$ cat src/rtl/vslc_pkg.sv
// vslc_pkg: shared definitions for the VSLC scan sequencer.
//   - vslc_state_t : scan FSM state encoding
//   - VSLC_*       : default generic widths
//   - wd_terminal  : watchdog terminal-count test (all-ones of a w-bit counter)
package vslc_pkg;

  localparam int unsigned VSLC_N_IN     = 8;
  localparam int unsigned VSLC_N_OUT    = 8;
  localparam int unsigned VSLC_ADDR_W   = 4;
  localparam int unsigned VSLC_PERIOD_W = 8;
  localparam int unsigned VSLC_WD_W     = 6;
  localparam int unsigned VSLC_DEB_W    = 2;

  typedef enum logic [2:0] {
    IDLE,
    LATCH,
    STROBE,
    ACK,
    COMMIT,
    DWELL
  } vslc_state_t;

  // True when cnt holds the all-ones value of a w-bit counter.
  function automatic logic wd_terminal(input logic [31:0] cnt, input int unsigned w);
    logic [31:0] tc;
    tc = (32'd1 << w) - 32'd1;
    return cnt == tc;
  endfunction

endpackage

$ cat src/rtl/vslc_debounce.sv
// vslc_debounce: single-channel debounce filter.
//   clk, rst_n : clock, asynchronous active-low reset
//   raw        : synchronised input bit
//   filt       : filtered bit; flips once raw has differed from it for
//                2**DEB_W-1 consecutive cycles; the counter clears whenever
//                raw equals filt
module vslc_debounce #(
  parameter int unsigned DEB_W = 2
) (
  input  logic clk,
  input  logic rst_n,
  input  logic raw,
  output logic filt
);

  // Count value on the last differing cycle before the flip.
  localparam logic [DEB_W-1:0] CNT_LAST = DEB_W'((1 << DEB_W) - 2);

  logic [DEB_W-1:0] cnt;

  always_ff @(posedge clk or negedge rst_n) begin
    if (!rst_n) begin
      cnt  <= '0;
      filt <= 1'b0;
    end else if (raw == filt) begin
      cnt <= '0;
    end else if (cnt == CNT_LAST) begin
      cnt  <= '0;
      filt <= raw;
    end else begin
      cnt <= cnt + 1'b1;
    end
  end

endmodule

$ cat src/rtl/vslc_scan_sequencer.sv
// vslc_scan_sequencer: scan-cycle sequencer for the VSLC logic controller.
// Each scan latches the input image, steps the program address once per
// instruction with a strobe/ack handshake, commits the output image and
// dwells for a programmable period.
//   clk, rst_n     : clock, asynchronous active-low reset
//   run            : scan enable (sampled in IDLE and at end of scan)
//   period         : dwell cycles after each commit (0 = back-to-back)
//   last_addr      : address of the final program step
//   in_raw         : asynchronous field inputs
//   out_next       : output image computed by the core
//   step_done      : core ack for the current step (sampled in ACK only)
//   addr           : current program step
//   addr_strobe    : 1-cycle pulse, execute step at addr
//   in_image       : input image frozen for the current scan
//   out_image      : committed output image
//   scan_cycle_clk : toggles on every commit
//   fault          : sticky watchdog fault, cleared only by rst_n
// Build option: define VSLC_DEBOUNCE_EN to insert a per-channel debounce
// filter behind the input synchroniser.
module vslc_scan_sequencer
  import vslc_pkg::*;
#(
  parameter int unsigned N_IN     = VSLC_N_IN,
  parameter int unsigned N_OUT    = VSLC_N_OUT,
  parameter int unsigned ADDR_W   = VSLC_ADDR_W,
  parameter int unsigned PERIOD_W = VSLC_PERIOD_W,
  parameter int unsigned WD_W     = VSLC_WD_W,
  parameter int unsigned DEB_W    = VSLC_DEB_W
) (
  input  logic                clk,
  input  logic                rst_n,
  input  logic                run,
  input  logic [PERIOD_W-1:0] period,
  input  logic [ADDR_W-1:0]   last_addr,
  input  logic [N_IN-1:0]     in_raw,
  input  logic [N_OUT-1:0]    out_next,
  input  logic                step_done,
  output logic [ADDR_W-1:0]   addr,
  output logic                addr_strobe,
  output logic [N_IN-1:0]     in_image,
  output logic [N_OUT-1:0]    out_image,
  output logic                scan_cycle_clk,
  output logic                fault
);

  vslc_state_t         state_q, state_d;
  logic [N_IN-1:0]     sync1, sync2, filt;
  logic [ADDR_W-1:0]   last_q;
  logic [WD_W-1:0]     wd, wd_inc;
  logic [PERIOD_W-1:0] dwell;
  logic                wd_expire;

  // Input synchroniser
  always_ff @(posedge clk or negedge rst_n) begin
    if (!rst_n) begin
      sync1 <= '0;
      sync2 <= '0;
    end else begin
      sync1 <= in_raw;
      sync2 <= sync1;
    end
  end

`ifdef VSLC_DEBOUNCE_EN
  for (genvar i = 0; i < N_IN; i++) begin : g_deb
    vslc_debounce #(.DEB_W(DEB_W)) u_deb (
      .clk  (clk),
      .rst_n(rst_n),
      .raw  (sync2[i]),
      .filt (filt[i])
    );
  end
`else
  assign filt = sync2;
`endif

  assign wd_inc      = wd + 1'b1;
  assign addr_strobe = (state_q == STROBE);

  // State register
  always_ff @(posedge clk or negedge rst_n) begin
    if (!rst_n) state_q <= IDLE;
    else        state_q <= state_d;
  end

  // Next-state logic
  always_comb begin
    state_d   = state_q;
    wd_expire = 1'b0;
    unique case (state_q)
      IDLE:   if (run && !fault) state_d = LATCH;
      LATCH:  state_d = STROBE;
      STROBE: state_d = ACK;
      ACK: begin
        if (step_done) begin
          state_d = (addr == last_q) ? COMMIT : STROBE;
        end else if (wd_terminal(32'(wd_inc), WD_W)) begin
          wd_expire = 1'b1;
          state_d   = IDLE;
        end
      end
      COMMIT: begin
        if (period == '0) state_d = run ? LATCH : IDLE;
        else              state_d = DWELL;
      end
      DWELL:  if (dwell <= PERIOD_W'(1)) state_d = run ? LATCH : IDLE;
      default: state_d = IDLE;
    endcase
  end

  // Datapath registers
  always_ff @(posedge clk or negedge rst_n) begin
    if (!rst_n) begin
      addr           <= '0;
      last_q         <= '0;
      wd             <= '0;
      dwell          <= '0;
      in_image       <= '0;
      out_image      <= '0;
      scan_cycle_clk <= 1'b0;
      fault          <= 1'b0;
    end else begin
      unique case (state_q)
        LATCH: begin
          in_image <= filt;
          addr     <= '0;
          last_q   <= last_addr;
        end
        STROBE: wd <= '0;
        ACK: begin
          if (step_done) begin
            // The final step exits to COMMIT, so addr never wraps.
            if (addr != last_q) addr <= addr + 1'b1;
          end else begin
            wd <= wd_inc;
            if (wd_expire) begin
              fault     <= 1'b1;
              out_image <= '0;
            end
          end
        end
        COMMIT: begin
          out_image      <= out_next;
          scan_cycle_clk <= ~scan_cycle_clk;
          dwell          <= period;
        end
        DWELL: dwell <= dwell - 1'b1;
        default: ;
      endcase
    end
  end

endmodule

$ cat config.mk
export PLATFORM = sky130hd
export DESIGN_NAME = vslc_scan_sequencer
export DESIGN_NICKNAME = d
export VERILOG_FILES = /design/src/rtl/vslc_pkg.sv /design/src/rtl/vslc_debounce.sv /design/src/rtl/vslc_scan_sequencer.sv
export SDC_FILE = /design/constraint.sdc
export NUM_CORES = 1
export LEC_CHECK = 0
export CAP_MARGIN = 20
export CORE_MARGIN = 1.5
export CORE_UTILIZATION = 50
export DETAILED_ROUTE_END_ITERATION = 16
export PLACE_DENSITY = 0.89
export SLEW_MARGIN = 20
export SYNTH_ARGS = -nofsm -noshare
export SYNTH_HDL_FRONTEND = slang
export SYNTH_SLANG_ARGS = --single-unit
$ cat constraint.sdc
create_clock -name clk -period 2 [get_ports clk]
set_input_delay 0.3 -clock clk [delete_from_list [all_inputs] [get_ports clk]]
set_output_delay 0.3 -clock clk [all_outputs]
set_load 0.01 [all_outputs]
[Word level (Yosys, flattened, before mapping)]
Index checks and enable logic that the tools add are counted.
W data, S select, Z words.
Operators by class
  muxes and demuxes: 20
  magnitude comparators: 1
  equal/unequal tests: 15
  reductions and logical operators: 13
  add/subtract/negate cells: 3
  bitwise logic cells: 2
Operators with widths (count)
  $pmux W8 S2: 2
  $mux W3: 6
  $pmux W3 S6: 1
  $mux W8: 2
  $ne A2 B2 Y1 const B: 6
  $pmux W6 S2: 1
  $reduce_and A3 Y1: 4
  $le A8 B1 Y1 const B: 1
  $logic_not A8 Y1: 1
  $mux W4: 2
  $pmux W4 S2: 1
  $reduce_bool A2 Y1: 4
  $sub A8 B1 Y8 const B: 1
  $add A6 B1 Y6 const B: 1
  $eq A3 B2 Y1 const B: 2
  $eq A3 B3 Y1 const B: 2
  $eq A6 B6 Y1 const B: 1
  $mux W6: 1
  $add A4 B1 Y4 const B: 1
  $eq A4 B4 Y1: 1
  $mux W1: 4
  $ne A4 B4 Y1: 1
  $eq A3 B1 Y1 const B: 1
  $logic_not A3 Y1: 1
  5 further kinds: 6
Word-level totals
  output and inout port bits: 23
  logic and storage cells: 65
  input bits: 32
  flip-flop bits (word level): 59

[Longest topological paths before layout]
  depth after elaboration: 8
  gate-level depth with buffers: 6
  depth with buffers taken out: 5

[Worst setup path after synthesis]
No wires, ideal clock.
  path kind: flip-flop to flip-flop
  start point: reg wd[0]
  end point: reg fault
  arrival: 1552 ps
  clock period less this slack: 1618 ps
  data required time: 1934 ps
  cell stages (with the launch flop): 5
  buffers on the path: 0
  slack: 382 ps
  library setup time: 66 ps
  cells stage by stage: dfrtp_1 > nand2_2 > or3_4 > a2111oi_4 > or2_1
On the way
  word-level cells in the longest chain between the ends: 6
Ends and longest elaborated chain
  from (decl): line vslc_scan_sequencer.sv:49  | logic [WD_W-1:0] wd, wd_inc;
  from (signal assigned): line vslc_scan_sequencer.sv:135  | wd <= wd_inc;
  $add A6 B1 Y6: line vslc_scan_sequencer.sv:77  | assign wd_inc = wd + 1'b1;
  $eq A6 B6 Y1: line vslc_pkg.sv:27  | return cnt == tc;
  $mux W1: line vslc_scan_sequencer.sv:97  | end else if (wd_terminal(32'(wd_inc), WD_W)) begin
  $mux W1: line vslc_scan_sequencer.sv:95  | if (step_done) begin
  $mux W1: line vslc_scan_sequencer.sv:90  | unique case (state_q)
  $reduce_and A3 Y1 (no source line)
  to (signal assigned): line vslc_scan_sequencer.sv:121  | fault <= 1'b0;
  to (signal assigned): line vslc_scan_sequencer.sv:137  | fault <= 1'b1;
  to (decl): line vslc_scan_sequencer.sv:43  | output logic fault
No other way between the ends.
A chain may end at the register's enable or synchronous reset.

[Worst setup path in the final report]
  start point: reg state_q[1]
  end point: out addr_strobe
On the way
  word-level cells in the longest chain between the ends: 1
Ends and longest elaborated chain
  from (decl): line vslc_scan_sequencer.sv:46  | vslc_state_t state_q, state_d;
  from (signal assigned): line vslc_scan_sequencer.sv:83  | else state_q <= state_d;
  $eq A3 B2 Y1: line vslc_scan_sequencer.sv:78  | assign addr_strobe = (state_q == STROBE);
  to (decl): line vslc_scan_sequencer.sv:39  | output logic addr_strobe,
No other way between the ends.

==> flow_summary.toml <==
[yosys]
ys_seq_area_share_pct = 58.19
syn_area_per_cell_um2 = 11.38
synth-seq-cells = 59
async_flop_share_pct = 100.0
yosysTopAreaCell = "dfrtp_1"
ys_top_cells_by_area = "dfrtp_1 (58%), mux2_2 (6.2%), nand2_1 (4.6%), o21ai_0 (3.0%), a21oi_1 (2.8%)"
synth_top_area_share_pct = 58.19
netlist_instances = 223
synth.cell_area_um2 = 2537
syn_nets = 260
synth-main-ff-cell = "dfrtp_1"
synth_warnings = 0
ys_types = 44
synth-edff-count = 0

[floorplanning]
die_w_um = 74.24
num_rows = 25
die_h_um = 74.24
pin_count = 55
core_um2 = 4817
initial_core_util_pct = 52.68
die_area_um2 = 5512

[sta]
slew_violations = 0
slew-limit-headroom_pct = 59.27
setup_slack_ns = 0.1163
rsz0062_at_grt = "no"
fin_worst_skew_ns = 0.008890
final-setup-viol-count = 0
hold_violations = 0
fmax_mhz = 530.9
fin_crit_sh_pct = 94.18
fin_crit_ns = 1.884
worst_pin_slew_ns = 0.6109
tns_ns = 0

[placement]
placed_cell_area_um2 = 3219
gp_congestion = 0.9231
place_hpwl_um = 3635
dp_cells = 347
port_buffers = 54
dp_worst_setup_slack_ns = 0.1340

[clock_network]
cts_buffers = 9
cts_root_buffer = "clkbuf_8"
insertion_delay_ns = 0.33
cts_setup_buffers = 0
cts_buffer_depth = 2
clk_pin_slew_worst_paths_ns = 0.06
cts_tree = "built"
cts-htree-levels = 3
clock-sinks = 59

[detailed_routing]
ant_nets = 0
routedWlPerCell_um = 14.07
vias_per_cell = 5.362
dr.pass1.iters = 4
dr_total_vias = 1941
wl_um = 5095
drc = 0
drt_iter0_drc = 130

[global_route]
antenna_found_initial = 0
grt_pass1_vias = 1862
grt_pass1_wl_um = 8204
gr-total-overflow = 0
grt_start_max_net_pins = 60
grt_use_total_pct = 20.19

[final_layout]
fin_area_um2 = 3435
areaGrowthSynthToFinish_pct = 35.35
layout-drive-gt1-share_pct = 16.27
finalNonFillerCells = 362
num-fill-cells = 363
antenna_cells = 0
final_common_cell = "dfrtp_1"
ff_latch_area_um2 = 1476
final_nets = 329
final_cell_mix = "dfrtp_1 (59), clkdlybuf4s50_1 (53), nand2_1 (31)"
multi_input_area_um2 = 1018

[flow_run]
cap_violations = 0

[hold_path]
worstHoldStart = "sync1[3]"
holdPathEnd = "filt[3]"
hold_depth = 0
hold_class = "register to register"

[critical_path]
r2r-end = "fault"
reg2reg_slack_ns = 0.16
start_kind = "register"
arrival_ns = 1.58
cp_max_fo = 6
crit_start = "state_q[1]"
crit_path_end_kind = "primary output"
required_ns = 1.70
worstRegToRegCells = 6
r2r_start = "wd[0]"
critPathKind = "register to primary output"

[pwr]
power_leakage_uw = 0.001463
finalPower_uw = 4803
p_per_area_nw_per_um2 = 1398
ir_worst_vdd_mv = 0.8852

[status]
status = "complete, no violations"
layer usage:
metal / track usage, % / routed length (um)
met5: 0 / 0
met4: 7.475 / 31
met3: 6.911 / 300
met2: 32.04 / 2574
met1: 25.93 / 2189
per-stage QoR:
stage	utilization, %	hold WS, ns
after global routing	71.30	0.3554
after CTS	71.30	0.3499
final	71.30	0.3471
after global placement	66.83	0.3204
after floorplan	-	0.004409
after detailed placement	66.83	0.3256
logic make-up (layout without fill, tap and decap cells):
| kind of cell | count (synthesis) | count (layout) | share of synthesized area [%] |
|---|---|---|---|
| fa+ha+maj | 5 | 5 | 2.465 |
| buf+inv | 12 | 84 | 1.874 |
| compound gates | 50 | 50 | 12.72 |
| simple gates | 72 | 72 | 14.50 |
| mux | 19 | 19 | 8.185 |
| xor+xnor | 6 | 6 | 2.071 |
| flops | 59 | 59 | 58.19 |
worst max path at each step:
stage / to / slack (ns) / cells after the start
4_1_cts: addr_strobe / 0.09 / 2
3_3_place_gp: wd[5] / 0.18 / 6
2_1_floorplan: fault / 0.38 / 4
5_1_grt: addr_strobe / 0.03 / 2
6_report: addr_strobe / 0.12 / 2
3_5_place_dp: wd[5] / 0.13 / 6
worst max-delay path, cell delays in order (launching register included):
cell and delay (ns):
dfrtp_1 0.44, nor3b_2 0.26, clkdlybuf4s50_1 0.57
layout make-up:
cell class,instances,share of cell area [%]
repair buffers,66,18.65
multi-input cells,152,29.65
flip-flops and latches,59,42.99
clock buffers,12,4.809
inverters,4,0.4372
well taps,67,2.441
clock inverters,2,1.020
power breakdown:
group          internal [uW]  switching, uW
logic                   1050            843
clock network            661            415
registers               1530            297
total                   3250           1560
cells in the mapped netlist (2+ instances only):
library cell,n
nor4_1,2
nor2b_1,4
dfrtp_1,59
nand4_1,2
a21oi_1,14
inv_1,4
o22ai_1,6
o211ai_1,4
mux2i_1,5
nand2b_1,4
nand2_1,31
clkbuf_1,5
nor3_1,4
o21ai_0,15
nand3_1,5
nor2_1,9
mux2_2,14
xnor2_1,5
buf_2,2
ha_1,5
sequential cells by signal, summed over array words and instances (netlist names):
name,cells
addr,4
dwell,8
fault,1
filt,8
in_image,8
last_q,4
out_image,8
scan_cycle_clk,1
state_q,3
sync1,8
wd,6
repair_timing:
action	CTS	global route
endpoints found under the hold margin	59	0
hold buffers	1	0
setup endpoints to repair	1	0
gates resized for setup	1	0
Note: power is estimated with default switching activity, not from simulation.
